File: config.mk
export PLATFORM = sky130hd
export DESIGN_NAME = pixel_stream_fifo
export DESIGN_NICKNAME = d
export VERILOG_FILES = /design/src/rtl/pixel_stream_fifo.sv
export SDC_FILE = /design/constraint.sdc
export NUM_CORES = 1
export LEC_CHECK = 0
export ABC_AREA = 0
export CAP_MARGIN = 20
export CORE_MARGIN = 2
export CORE_UTILIZATION = 65
export CTS_CLUSTER_SIZE = 20
export DETAILED_ROUTE_END_ITERATION = 7
export DONT_BUFFER_PORTS = 1
export PLACE_DENSITY = 0.81
export SYNTH_ARGS = -nofsm -noshare
export SYNTH_HDL_FRONTEND = slang
export SYNTH_SLANG_ARGS = --single-unit
File: constraint.sdc
create_clock -name stream_aclk -period 12.65 [get_ports stream_aclk]
set_input_delay 1.265 -clock stream_aclk [delete_from_list [all_inputs] [get_ports stream_aclk]]
set_output_delay 1.265 -clock stream_aclk [all_outputs]
set_load 0.05 [all_outputs]
File: src/rtl/pixel_stream_fifo.sv
// pixel_stream_fifo: AXI-Stream first-word-fall-through buffer with SOF/EOL framing checker
//   stream_aclk, periph_reset : single clock and its synchronous active-high reset
//   in_stream_*               : upstream beats; tready is driven from the registered fill count only
//   out_stream_*              : buffered beats in arrival order; outputs read zero when the FIFO is empty
//   err_clear                 : pulse that clears the sticky err_sof/err_eol flags
//   frame_count, fill_level   : frames completed at the input, entries currently held
module pixel_stream_fifo #(
  parameter int DATA_W  = 32,
  parameter int DEPTH   = 16,
  parameter int X_BEATS = 480,
  parameter int Y_LINES = 480
) (
  input  logic                       stream_aclk,
  input  logic                       periph_reset,
  input  logic [DATA_W-1:0]          in_stream_tdata,
  input  logic [DATA_W/8-1:0]        in_stream_tkeep,
  input  logic                       in_stream_tlast,
  input  logic                       in_stream_tuser,
  input  logic                       in_stream_tvalid,
  output logic                       in_stream_tready,
  output logic [DATA_W-1:0]          out_stream_tdata,
  output logic [DATA_W/8-1:0]        out_stream_tkeep,
  output logic                       out_stream_tlast,
  output logic                       out_stream_tuser,
  output logic                       out_stream_tvalid,
  input  logic                       out_stream_tready,
  input  logic                       err_clear,
  output logic                       err_sof,
  output logic                       err_eol,
  output logic [15:0]                frame_count,
  output logic [$clog2(DEPTH+1)-1:0] fill_level
);
  localparam int EW = DATA_W + DATA_W/8 + 2;
  localparam int AW = $clog2(DEPTH);
  localparam int CW = $clog2(DEPTH+1);
  localparam int XW = $clog2(X_BEATS+1);
  localparam int YW = $clog2(Y_LINES+1);
  logic [EW-1:0] mem_q [DEPTH];
  logic [AW-1:0] wr_q, rd_q;
  logic [CW-1:0] cnt_q, cnt_d;
  logic          rdy_q, push, pop, line_end;
  logic [XW-1:0] x_q, x_d, xs;
  logic [YW-1:0] y_q, y_d, ys;
  logic [15:0]   frame_q, frame_d;
  logic          sof_q, sof_d, eol_q, eol_d;
  assign push  = in_stream_tvalid && rdy_q;
  assign pop   = (cnt_q != '0) && out_stream_tready;
  assign cnt_d = cnt_q + CW'(push) - CW'(pop);
  assign in_stream_tready  = rdy_q;
  assign out_stream_tvalid = cnt_q != '0;
  assign {out_stream_tuser, out_stream_tlast, out_stream_tkeep, out_stream_tdata} =
    out_stream_tvalid ? mem_q[rd_q] : '0;
  assign err_sof     = sof_q;
  assign err_eol     = eol_q;
  assign frame_count = frame_q;
  assign fill_level  = cnt_q;
  // A tuser beat is treated as beat 0 of line 0, so the line-end rules still apply to it
  always_comb begin
    xs       = in_stream_tuser ? '0 : x_q;
    ys       = in_stream_tuser ? '0 : y_q;
    line_end = in_stream_tlast || xs == XW'(X_BEATS-1);
    x_d      = !push ? x_q : line_end ? '0 : xs + XW'(1);
    y_d      = !push ? y_q : !line_end ? ys : ys == YW'(Y_LINES-1) ? '0 : ys + YW'(1);
    frame_d  = frame_q + 16'(push && line_end && ys == YW'(Y_LINES-1));
    sof_d    = (sof_q && !err_clear) || (push && in_stream_tuser != (x_q == '0 && y_q == '0));
    eol_d    = (eol_q && !err_clear) || (push && in_stream_tlast != (x_q == XW'(X_BEATS-1)));
  end
  always_ff @(posedge stream_aclk)
    if (push) mem_q[wr_q] <= {in_stream_tuser, in_stream_tlast, in_stream_tkeep, in_stream_tdata};
  always_ff @(posedge stream_aclk) begin
    if (periph_reset) begin
      wr_q    <= '0;
      rd_q    <= '0;
      cnt_q   <= '0;
      rdy_q   <= 1'b0;
      x_q     <= '0;
      y_q     <= '0;
      frame_q <= '0;
      sof_q   <= 1'b0;
      eol_q   <= 1'b0;
    end else begin
      wr_q    <= wr_q + AW'(push);
      rd_q    <= rd_q + AW'(pop);
      cnt_q   <= cnt_d;
      rdy_q   <= cnt_d != CW'(DEPTH);
      x_q     <= x_d;
      y_q     <= y_d;
      frame_q <= frame_d;
      sof_q   <= sof_d;
      eol_q   <= eol_d;
    end
  end
endmodule

==> run summary <==
- 10.7% — layout-stage area growth over the synthesis result
- 0.714 — top cell type's share of synthesized area
- 0.0256 sq mm — post-synthesis cell area
- 0.0223 — post-synthesis compound-gate area fraction
- 0 — Hold Buf Count CTS
- 69 — pin count of the biggest net entering global routing
- 0.174 GHz — timing-limited maximum frequency
- 195 mW/mm^2 — power density of the placed cells
- clkbuf_16 — master cell of the clock root buffer
- 12400 — total via count in the routed design
- 0 — final setup violating endpoints
- 608 — number of flops mapped to enable cells by yosys
- fill_level[3] — Worst R2R Start
- 72 — Cell Rows
- 0 ns — Sum Neg Setup Slack
- 0.183 mV — worst supply voltage drop on vdd
- edfxtp_1 — most frequent cell after synthesis
- 51 — distinct cell type count of the synthesized netlist
- 0 — number of I/O port buffers
- 4.47 ns — CP Data Arrival Time
- reg -> out — Setup CP Type
- x_q[1] — beginning of the worst hold path
- 0 — async set or reset register ratio after synthesis
- multiplexers — largest family of logic cells by synthesized area
- 0 — ant diodes
- 0.453 — part of the cycle the worst path needs
- 202 um — width of the die
- 1.20 ns — measured slew at the worst slew-check pin
- 1316 — number of nets in the synthesized netlist
- 11.39 ns — worst endpoint required time
- 1302 — number of DRC markers in iteration 0
- 81300 um — global-route wire length before repair
- 2157 — filler cell count in the final layout
- 0.784 — routability-driven placement congestion ratio
- 3 — buffer levels on the longest clock path
- 0.0193 sq mm — sequential cell area in the final layout
- 0.753 — sequential fraction of the synthesis area
- 0.06 ns — clock slew at reported path FFs
- 0.222 — share of final-layout standard cells stronger than drive strength 1
- 608 x edfxtp_1, 152 x mux4_2, 76 x mux2i_1 — leading post-synthesis cells by instance count
- 29.2 um — detail-routed net length per standard cell
- output port — Critical Path End Type
- 0.0387 sq mm — Core ar.
- 20.3 sq um — mean post-synth cell area
- 0.00864 uW — leakage power figure
- 0 — Slew Viols, Final
- 0.164 — fraction of synthesized area in multiplexers
- 0.64 ns — clock latency of the later-clocked register in the worst-skew pair
- 5510 uW — Total Power Consumption
- 106 — Ports
- 5.74 ns — fin crit period
- built — clock tree from TritonCTS
- 0 — grt ovf
- 0 — DR DRC count
- completed — result of the run
- 0 — count of endpoints failing hold in the final timing report
- edfxtp_1 71%, mux4_2 13%, dfxtp_1 3.9% — top cells by area in the synthesized netlist
- 0.00665 — fraction of the mapped netlist area in adder cells
- 5 — first-pass iteration count of the detailed router
- 0.0410 sq mm — die area
- 26700 um — HPWL after DPL
- 0 — synth warn
- 0.660 — initial core utilization
- 54100 um — Routed WL
- 49 — maximum fanout along the worst path
- 0.0340 — simple-gate area share of the yosys netlist
- 0.0285 ns — largest clock skew in the final design
- 1260 — Post-Syn Instances
- 202 um — vertical die dimension
- 0.00611 sq mm — multi-input gate area in the final layout
- 0.00788 — XOR/XNOR share of the synthesized area
- 0 — antenna violations before repair
- 12800 — number of global-route vias before repair
- 60 — Inserted Clock Buffers
- 0 — Antenna Nets Post-Route
- 658 — TritonCTS Sinks
- 0 — Post-CTS Setup Bufs
- 1343 — layout net count
- 0.274 — total routing resource utilization after global routing
- 6.68 — drt via density
- edfxtp_1 — cell accounting for the most synthesized area
- 658 — synthesized flop and latch total
- no — setup repair after global routing missed its margin
- 2 — CTS H-tree depth
- 0.487 ns — Post-Route Hold Slack
- 0 — MaxCap Viol Count
- 0.211 — worst-case headroom to the max-slew limit
- reg -> reg — Tightest Hold Check Type
- 0 — number of gates given a new drive strength after cts
- flip-flop — launching element type of the critical path
- rd_q[0] — crit path launch
- edfxtp_1 — most common flop cell mapped by yosys
==> layout make-up <==
type / instances / area share
inverter: 11 / 0.00146
timing repair buffer: 30 / 0.00884
clock buffer: 67 / 0.0540
clock inverter: 45 / 0.0162
sequential: 658 / 0.681
tap: 518 / 0.0229
multi-input combinational: 526 / 0.216
==> registers in the layout (all words and copies together) (netlist names) <==
name,cells
mem_q,608
frame_count,16
x_q,9
y_q,9
fill_level,5
rd_q,4
wr_q,4
err_eol,1
err_sof,1
in_stream_tready,1
==> layout by cell type, fill, tap and decap left out, types with 14 or more instances in the layout <==
master and n:
dfxtp_1 47, buf_4 28, a21oi_1 17, o22ai_1 39, nand2_1 31, clkbuf_16 60
edfxtp_1 608, mux4_2 152, mux2i_1 76, nor2_1 42, nand3_1 21, nor2b_1 14
clkinv_1 17
==> worst paths after layout <==
| kind | to | slack, ns | cells after the start |
|---|---|---|---|
| worst max-delay path | out_stream_tdata[4] | 6.91 | 5 |
| worst min-delay path | x_q[1] | 0.49 | 2 |
| worst max register to register | in_stream_tready | 9.24 | 14 |
| worst min register to register | x_q[1] | 0.49 | 2 |
==> cells by family (layout without fill, tap and decap cells) <==
| group | after synthesis | in the layout |
|---|---|---|
| mux | 228 | 228 |
| simple gates | 173 | 173 |
| xor+xnor | 23 | 23 |
| buf+inv | 76 | 153 |
| flops | 658 | 658 |
| compound gates | 89 | 89 |
| fa+ha+maj | 13 | 13 |
==> metal layers <==
metal	routed length, um	vias up	track usage
met5	0	-	0
met4	1450	0	0.0928
met3	4490	97	0.0471
met2	27900	616	0.457
met1	20200	6430	0.374
li1	-	5242	-
==> critical path, stage by stage, from the launching register on <==
cell	delay, ns
dfxtp_4	0.77
buf_4	0.87
buf_4	0.72
mux4_2	0.36
mux2i_1	0.11
o22ai_1	0.95
==> metrics by stage <==
stage	cell area [sq um]	util	cells	worst slack [ns]
final	28300	0.731	1855	6.91
after global routing	28300	0.731	1855	6.52
after CTS	28300	0.730	1853	6.74
after detailed placement	26300	0.678	1741	7.42
after global placement	26300	0.678	1740	7.47
after floorplan	25600	-	1260	7.58
==> power breakdown <==
| part | internal, uW | total (uW) | switching (uW) |
|---|---|---|---|
| combinational | 447 | 1180 | 736 |
| sequential | 2430 | 2510 | 86.0 |
| clock | 1030 | 1820 | 783 |
| total | 3910 | 5510 | 1600 |
(Power assumes the default switching activity.)
